<file path="config.mk">
export PLATFORM = sky130hd
export DESIGN_NAME = fifo_rd_word_packer
export DESIGN_NICKNAME = d
export VERILOG_FILES = /design/src/rtl/fifo_rd_word_packer.sv
export SDC_FILE = /design/constraint.sdc
export NUM_CORES = 1
export LEC_CHECK = 0
export BUFFER_PORTS_ARGS = -buffer_cell sky130_fd_sc_hd__buf_2
export CORE_MARGIN = 4
export CORE_UTILIZATION = 24
export DETAILED_ROUTE_END_ITERATION = 10
export SYNTH_ARGS = -nofsm -noshare
export SYNTH_HDL_FRONTEND = slang
export SYNTH_SLANG_ARGS = --single-unit
</file>
<file path="constraint.sdc">
create_clock -name rclk -period 2.8 [get_ports rclk]
set_input_delay 0.56 -clock rclk [delete_from_list [all_inputs] [get_ports rclk]]
set_output_delay 0.56 -clock rclk [all_outputs]
set_load 0.02 [all_outputs]
</file>
<file path="src/rtl/fifo_rd_word_packer.sv">
// fifo_rd_word_packer: read-domain consumer of an 8-bit async FIFO.
// It pops bytes while the FIFO is non-empty and packs BYTES_PER_WORD of
// them little-endian into one word. The word is then offered downstream
// on a valid/ready handshake.
// Optional feature macro: WORD_TIMEOUT_EN flushes a partial word after
// TIMEOUT_CYCLES idle cycles. When the macro is undefined, a partial word
// waits indefinitely for more bytes.
module fifo_rd_word_packer #(
  parameter int DATA_WIDTH     = 8,
  parameter int BYTES_PER_WORD = 4,
  parameter int TIMEOUT_CYCLES = 16
) (
  input  logic                                 rclk,
  input  logic                                 rrst_n,
  input  logic [DATA_WIDTH-1:0]                rdata,
  input  logic                                 rempty,
  output logic                                 rinc,
  output logic [DATA_WIDTH*BYTES_PER_WORD-1:0] out_data,
  output logic [BYTES_PER_WORD-1:0]            out_keep,
  output logic                                 out_valid,
  input  logic                                 out_ready
);

  localparam int CW = $clog2(BYTES_PER_WORD + 1);
  localparam int WW = DATA_WIDTH * BYTES_PER_WORD;
  localparam logic [CW-1:0] FULL = CW'(BYTES_PER_WORD);
  localparam logic [CW-1:0] LAST = CW'(BYTES_PER_WORD - 1);

  // Reject illegal configurations at elaboration.
  if (BYTES_PER_WORD < 2 || BYTES_PER_WORD > 8 ||
      TIMEOUT_CYCLES < 1 || TIMEOUT_CYCLES > 255) begin : g_param_check
    $error("fifo_rd_word_packer: parameter out of legal range");
  end

  typedef enum logic {FILL = 1'b0, OUT = 1'b1} state_t;

  state_t                    state_q, state_d;
  logic [CW-1:0]             byte_cnt_q, byte_cnt_d;
  logic                      rd_pend_q;
  logic [WW-1:0]             buf_q, buf_d;
  logic [BYTES_PER_WORD-1:0] keep_q, keep_d;
  logic                      room;
  logic                      handshake;
  logic                      timeout;

  // A pop is allowed only if the byte it returns still has a free slot,
  // counting the byte already in flight from the previous pop.
  assign room      = ({1'b0, byte_cnt_q} + {{CW{1'b0}}, rd_pend_q}) < {1'b0, FULL};
  assign rinc      = rrst_n && (state_q == FILL) && !rempty && room;
  assign handshake = (state_q == OUT) && out_ready;

  assign out_valid = (state_q == OUT);
  assign out_data  = buf_q;
  assign out_keep  = out_valid ? keep_q : '0;

`ifdef WORD_TIMEOUT_EN
  logic [7:0] idle_cnt_q, idle_cnt_d;
  logic       idle;

  assign idle    = (state_q == FILL) && (byte_cnt_q != '0) && (byte_cnt_q < FULL) &&
                   !rd_pend_q && rempty;
  assign timeout = idle && (idle_cnt_q == 8'(TIMEOUT_CYCLES - 1));

  // Idle counter: counts starved cycles of a partial word and saturates at 255.
  always_comb begin
    idle_cnt_d = idle_cnt_q;
    if (rd_pend_q || handshake) begin
      idle_cnt_d = '0;
    end else if (idle && (idle_cnt_q != 8'hFF)) begin
      idle_cnt_d = idle_cnt_q + 8'd1;
    end
  end

  // Idle counter register.
  always_ff @(posedge rclk) begin
    if (!rrst_n) begin
      idle_cnt_q <= '0;
    end else begin
      idle_cnt_q <= idle_cnt_d;
    end
  end
`else
  assign timeout = 1'b0;
`endif

  // Next state: capture in-flight bytes, seal the word, release on handshake.
  always_comb begin
    state_d    = state_q;
    byte_cnt_d = byte_cnt_q;
    buf_d      = buf_q;
    keep_d     = keep_q;
    case (state_q)
      FILL: begin
        if (rd_pend_q) begin
          // The in-flight byte is always committed by the FIFO, even if
          // rempty has just risen.
          for (int i = 0; i < BYTES_PER_WORD; i++) begin
            if (byte_cnt_q == CW'(i)) buf_d[i*DATA_WIDTH +: DATA_WIDTH] = rdata;
          end
          byte_cnt_d = byte_cnt_q + 1'b1;
          if (byte_cnt_q == LAST) begin
            state_d = OUT;
            keep_d  = '1;
          end
        end else if (timeout) begin
          state_d = OUT;
          for (int i = 0; i < BYTES_PER_WORD; i++) begin
            keep_d[i] = (CW'(i) < byte_cnt_q);
          end
        end
      end
      OUT: begin
        if (out_ready) begin
          state_d    = FILL;
          byte_cnt_d = '0;
          buf_d      = '0;
        end
      end
      default: state_d = FILL;
    endcase
  end

  // State, counters and word buffer; reset discards any partial word.
  always_ff @(posedge rclk) begin
    if (!rrst_n) begin
      state_q    <= FILL;
      byte_cnt_q <= '0;
      rd_pend_q  <= 1'b0;
      buf_q      <= '0;
      keep_q     <= '0;
    end else begin
      state_q    <= state_d;
      byte_cnt_q <= byte_cnt_d;
      rd_pend_q  <= rinc;
      buf_q      <= buf_d;
      keep_q     <= keep_d;
    end
  end

endmodule

</file>
==> results.py, run 1 <==
metrics = {
    "run_status": {
        "status": "finished, final reports clean",
    },
    "finish": {
        "fillerInstances": 657,
        "nNetsFinal": 216,
        "fin_util": 0.310,
        "syn_to_final_growth_pct": 25.7,
        "regArea_um2": 761,
        "diodes": 0,
        "drive_gt1_frac": 0.302,
        "multiInputGateArea_um2": 582,
    },
    "yosys": {
        "synth-seq-cells": 38,
        "yosysWarnings": 0,
        "synth_top_area_frac": 0.524,
        "syn-num-nets": 174,
        "ys_seq_area_frac": 0.524,
        "synth_cell_type_count": 23,
        "synth_top_area_cell": "dfxtp_1",
        "synthesis.area_mm2": 0.00145,
        "syn_inst": 157,
        "avgSynthCellArea_um2": 9.24,
        "ys_top_cells_by_area": "dfxtp_1 52%, nand3_1 11%, o21ai_0 9.0%, ha_1 4.3%, o21ai_1 3.1%",
    },
    "pwr": {
        "ir_worst_vdd_mv": 0.173,
        "leakage_nw": 0.818,
        "powerDensity_mw_per_mm2": 604,
    },
    "place": {
        "place_hpwl_um": 2630,
        "gp_congestion": 0.712,
        "dp_slack_ns": 0.756,
        "io_buffers": 49,
    },
    "worst_setup_path": {
        "critPathCaptureType": "primary output",
        "worstSetupPathType": "register to primary output",
        "required_ns": 2.24,
        "critical_path_arrival_ns": 1.62,
        "start_kind": "register",
        "path_max_fanout": 11,
    },
    "grt": {
        "grt.total_usage": 0.103,
        "grt_pass1_vias": 1168,
        "grt_max_degree": 33,
        "antenna_found_initial": 0,
        "grt_pass1_wl_um": 5850,
        "grt_overflow": 0,
    },
    "clocking": {
        "cts_max_level": 2,
        "ctsHoldBuffers": 0,
        "cts_tree": "done",
        "clk_pin_slew_worst_paths_ns": 0.07,
        "clock_latency_ns": 0.29,
        "cts.sinks": 38,
        "clock_path_buffers": 2,
        "cts_resized": 0,
        "postCtsSetupBuffers": 0,
        "cts_made_buffers": 5,
        "cts-root-buf": "clkbuf_8",
    },
    "route": {
        "drt_iter0_markers": 50,
        "final_antenna_net_count": 0,
        "dr.pass1.iters": 4,
        "totalWireLength_um": 3620,
        "vias": 1229,
        "avgViaCountPerCell": 4.49,
        "routedWlPerCell_um": 13.2,
        "drc": 0,
    },
    "sta": {
        "rsz0062_at_grt": "no",
        "max_freq_ghz": 0.459,
        "finalSetupViolations": 0,
        "min_period_over_period": 0.778,
        "slew_viol_final": 0,
        "fin_setup_tns_ns": 0,
        "worstMarginPinSlew_ns": 0.622,
        "period_minus_slack_ns": 2.18,
        "final_hold_viol_count": 0,
        "skew_ns": 0.00461,
        "relSlewSlack": 0.583,
        "setup_slack_ns": 0.622,
    },
    "floorplan": {
        "dieArea_mm2": 0.00736,
        "die_w_um": 85.8,
        "fp.dieH_um": 85.8,
        "num_rows": 28,
        "core_area_mm2": 0.00589,
        "start_util": 0.247,
        "ios": 50,
    },
    "job": {
        "drv_cap": 0,
    },
    "hold_path": {
        "hold_class": "register to register",
    },
}
[registers in the layout, indices dropped and copies added, names as in the netlist]
signal,count
rd_pend_q,1
keep_q,1
byte_cnt_q,3
out_valid,1
out_data,32
[cell usage in the layout, fill, tap and decap left out]
master,n
buf_2,49
nand2_1,10
ha_1,5
and2_1,1
inv_1,4
nand3b_1,1
a31oi_1,2
nand2b_1,1
o21ai_0,26
a21oi_1,1
buf_4,2
clkbuf_8,6
nand4bb_1,3
a21boi_2,1
bufinv_16,1
o21ai_1,9
nor2b_1,1
nand3b_4,1
o21a_1,1
or4b_1,1
nand3_1,33
a21boi_0,2
dfxtp_1,38
[cells by family after synthesis]
kind of cell             count (synthesis)  synth area share
AO/OA/AOI/OAI                           42             0.156
adder cells (fa/ha/maj)                  5            0.0431
buffers and inverters                   20            0.0750
flip-flops                              38             0.524
AND/OR/NAND/NOR                         52             0.202
[worst max-delay path, stage by stage, from the launching register on]
cell	delay, ns
dfxtp_1	0.42
or4b_1	0.56
a31oi_1	0.15
buf_2	0.19
[per-layer routing]
metal,track usage,part of all wire
met4,0.0388,0.018
met1,0.126,0.45
met3,0.0480,0.084
met5,0,0
met2,0.158,0.44
[area by class of cell]
type                            count  area share
Sequential cell                    38       0.417
Multi-Input combinational cell     99       0.319
Timing Repair Buffer               51       0.143
Tap cell                           75      0.0514
Clock buffer                        6      0.0453
Clock inverter                      1      0.0165
Inverter                            4     0.00823
[path summary, 6_finish.rpt]
kind	startpoint	endpoint	slack [ns]	cells past startpoint
max	out_valid	rinc	0.62	3
min	keep_q[0]	keep_q[0]	0.46	2
max reg2reg	byte_cnt_q[0]	out_data[15]	1.15	4
min reg2reg	keep_q[0]	keep_q[0]	0.46	2
[cell usage after synthesis, drive strengths merged]
library cell,number
nand2b,1
dfxtp,38
nor2b,1
nand3,33
a21boi,3
buf,13
o21a,1
or4b,1
a21oi,1
and2,1
nand3b,2
a31oi,2
ha,5
clkbuf,3
o21ai,35
nand4bb,3
inv,4
nand2,10
[per-stage QoR]
stage          hold slack [ns]  total power, mW  instances  instance area [um2]
2_1_floorplan            0.430            0.622        157                 1450
3_3_place_gp             0.439            0.649        267                 1710
3_5_place_dp             0.450            0.650        267                 1710
4_1_cts                  0.463             1.12        274                 1820
5_1_grt                  0.485             1.15        274                 1820
6_report                 0.456             1.10        274                 1820
[power breakdown]
part / leakage (nW) / total, mW / switching [mW] / internal [mW]
registers: 0.308 / 0.561 / 0.00941 / 0.552
clock network: 0.0573 / 0.465 / 0.180 / 0.285
logic: 0.453 / 0.0749 / 0.0507 / 0.0242
total: 0.818 / 1.10 / 0.241 / 0.861
No activity file was read; power rests on OpenSTA's default activity.
==> run 2, diff against run 1 <==
- clock period: 2.8 -> 1.75 ns (I/O delays scaled with it)
==> results.py, run 2 (synthesis gave the netlist of run 1 again) <==
metrics = {
    "route": {
        "totalWireLength_um": 3620,
        "final_antenna_net_count": 0,
        "avgViaCountPerCell": 4.43,
        "vias": 1241,
        "drc": 0,
        "dr.pass1.iters": 4,
        "drt_iter0_markers": 31,
        "routedWlPerCell_um": 12.9,
    },
    "sta": {
        "rsz0062_at_grt": "yes",
        "finalSetupViolations": 1,
        "worstMarginPinSlew_ns": 0.343,
        "skew_ns": 0.00591,
        "final_hold_viol_count": 0,
        "slew_viol_final": 0,
        "min_period_over_period": 1.01,
        "setup_slack_ns": -0.0240,
        "period_minus_slack_ns": 1.77,
        "relSlewSlack": 0.771,
        "holdWs_ns": 0.335,
        "max_freq_ghz": 0.564,
    },
    "place": {
        "gp_congestion": 0.696,
        "dp_slack_ns": 0.152,
        "placedCellCount": 271,
        "place_hpwl_um": 2660,
        "placed_area_mm2": 0.00175,
        "io_buffers": 49,
    },
    "finish": {
        "diodes": 0,
        "layout_common_cells": "48 x buf_2, 36 x dfxtp_1, 33 x nand3_1",
        "fin_cells": 280,
        "fillerInstances": 627,
        "nNetsFinal": 221,
        "final_common_cell": "buf_2",
        "largest_register_ffs": 32,
        "syn_to_final_growth_pct": 28.5,
        "final_area_mm2": 0.00187,
        "drive_gt1_frac": 0.337,
        "fin_util": 0.317,
    },
    "worst_setup_path": {
        "required_ns": 1.40,
        "cp_top_family": "simple AND/OR/NAND/NOR gates",
        "start_kind": "register",
        "crit_buf_inv": 1,
        "cp_slowest_stage_delay_ns": 0.51,
        "worstSetupPathType": "register to primary output",
        "crit_chain": "or4b_4 -> a31oi_1 -> buf_4",
        "critPathCaptureType": "primary output",
        "crit_slowest_cell": "or4b_4",
        "path_max_fanout": 2,
        "critical_path_arrival_ns": 1.42,
    },
    "clocking": {
        "clock_path_buffers": 2,
        "cts_made_buffers": 5,
        "cts_tree": "done",
        "ctsHoldBuffers": 0,
        "clk_pin_slew_worst_paths_ns": 0.07,
        "cts.sinks": 38,
        "cts_max_level": 2,
        "clock_latency_ns": 0.29,
        "cts-root-buf": "clkbuf_8",
    },
    "pwr": {
        "leakage_nw": 0.839,
        "powerDensity_mw_per_mm2": 883,
        "ir_worst_vdd_mv": 0.235,
    },
    "floorplan": {
        "core_area_mm2": 0.00589,
        "ios": 50,
        "die_w_um": 85.8,
        "dieArea_mm2": 0.00736,
        "start_util": 0.247,
        "num_rows": 28,
        "fp.dieH_um": 85.8,
    },
    "hold_path": {
        "hold_class": "input pin to register",
    },
    "grt": {
        "grt_pass1_wl_um": 5820,
        "grt_overflow": 0,
        "antenna_found_initial": 0,
        "grt_max_degree": 33,
        "grt_pass1_vias": 1140,
        "grt.total_usage": 0.102,
    },
    "job": {
        "drv_cap": 0,
    },
    "run_status": {
        "status": "finished, violations left",
        "violations": "setup timing",
    },
}
run 2: through the flow:
step / setup TNS (ns) / power (mW)
floorplan: 0 / 0.995
global placement: 0 / 1.05
detailed placement: 0 / 1.05
CTS: -0.0245 / 1.67
global route: -0.0850 / 1.71
finish: -0.0240 / 1.65
run 2: metal layers:
metal | up-vias | track usage | part of all wire | wire (um)
met2 | 33 | 0.155 | 0.44 | 1590
met5 | - | 0 | 0 | 0
met4 | 0 | 0.0388 | 0.014 | 51
li1 | 639 | - | - | -
met1 | 565 | 0.130 | 0.47 | 1700
met3 | 4 | 0.0403 | 0.076 | 277
run 2: final cells by class:
class,instances,area (um2),area share
Multi-Input combinational cell,99,586,0.314
Clock inverter,2,12.5,0.00671
Tap cell,75,93.8,0.0503
Timing Repair Buffer,56,313,0.168
Clock buffer,6,82.6,0.0443
Inverter,4,15.0,0.00805
Sequential cell,38,763,0.409
run 2: worst paths after layout:
kind / slack, ns / depth (start not counted) / end / from
worst min register to register: 0.45 / 2 / keep_q[0] / keep_q[0]
worst max-delay path: -0.02 / 3 / rinc / byte_cnt_q[2]
worst min-delay path: 0.34 / 3 / rd_pend_q / rempty
worst max register to register: 0.39 / 5 / out_data[24] / byte_cnt_q[0]
run 2: timing repair:
item / CTS / global route
buffers inserted: 1 / 0
pin swaps: 1 / 1
setup endpoints to repair: 1 / 1
resized for setup: 3 / 1
gates cloned: 0 / 0
run 2: power by group:
group / total [mW] / internal, mW / switching (mW) / leakage [nW]
clock: 0.619 / 0.316 / 0.303 / 0.0472
sequential: 0.898 / 0.883 / 0.0149 / 0.309
combinational: 0.130 / 0.0469 / 0.0827 / 0.483
total: 1.65 / 1.25 / 0.401 / 0.839
run 2: tightest hold or removal path: stages:
cell and delay (ns):
buf_2 0.08, or4b_4 0.11, a31oi_1 0.03
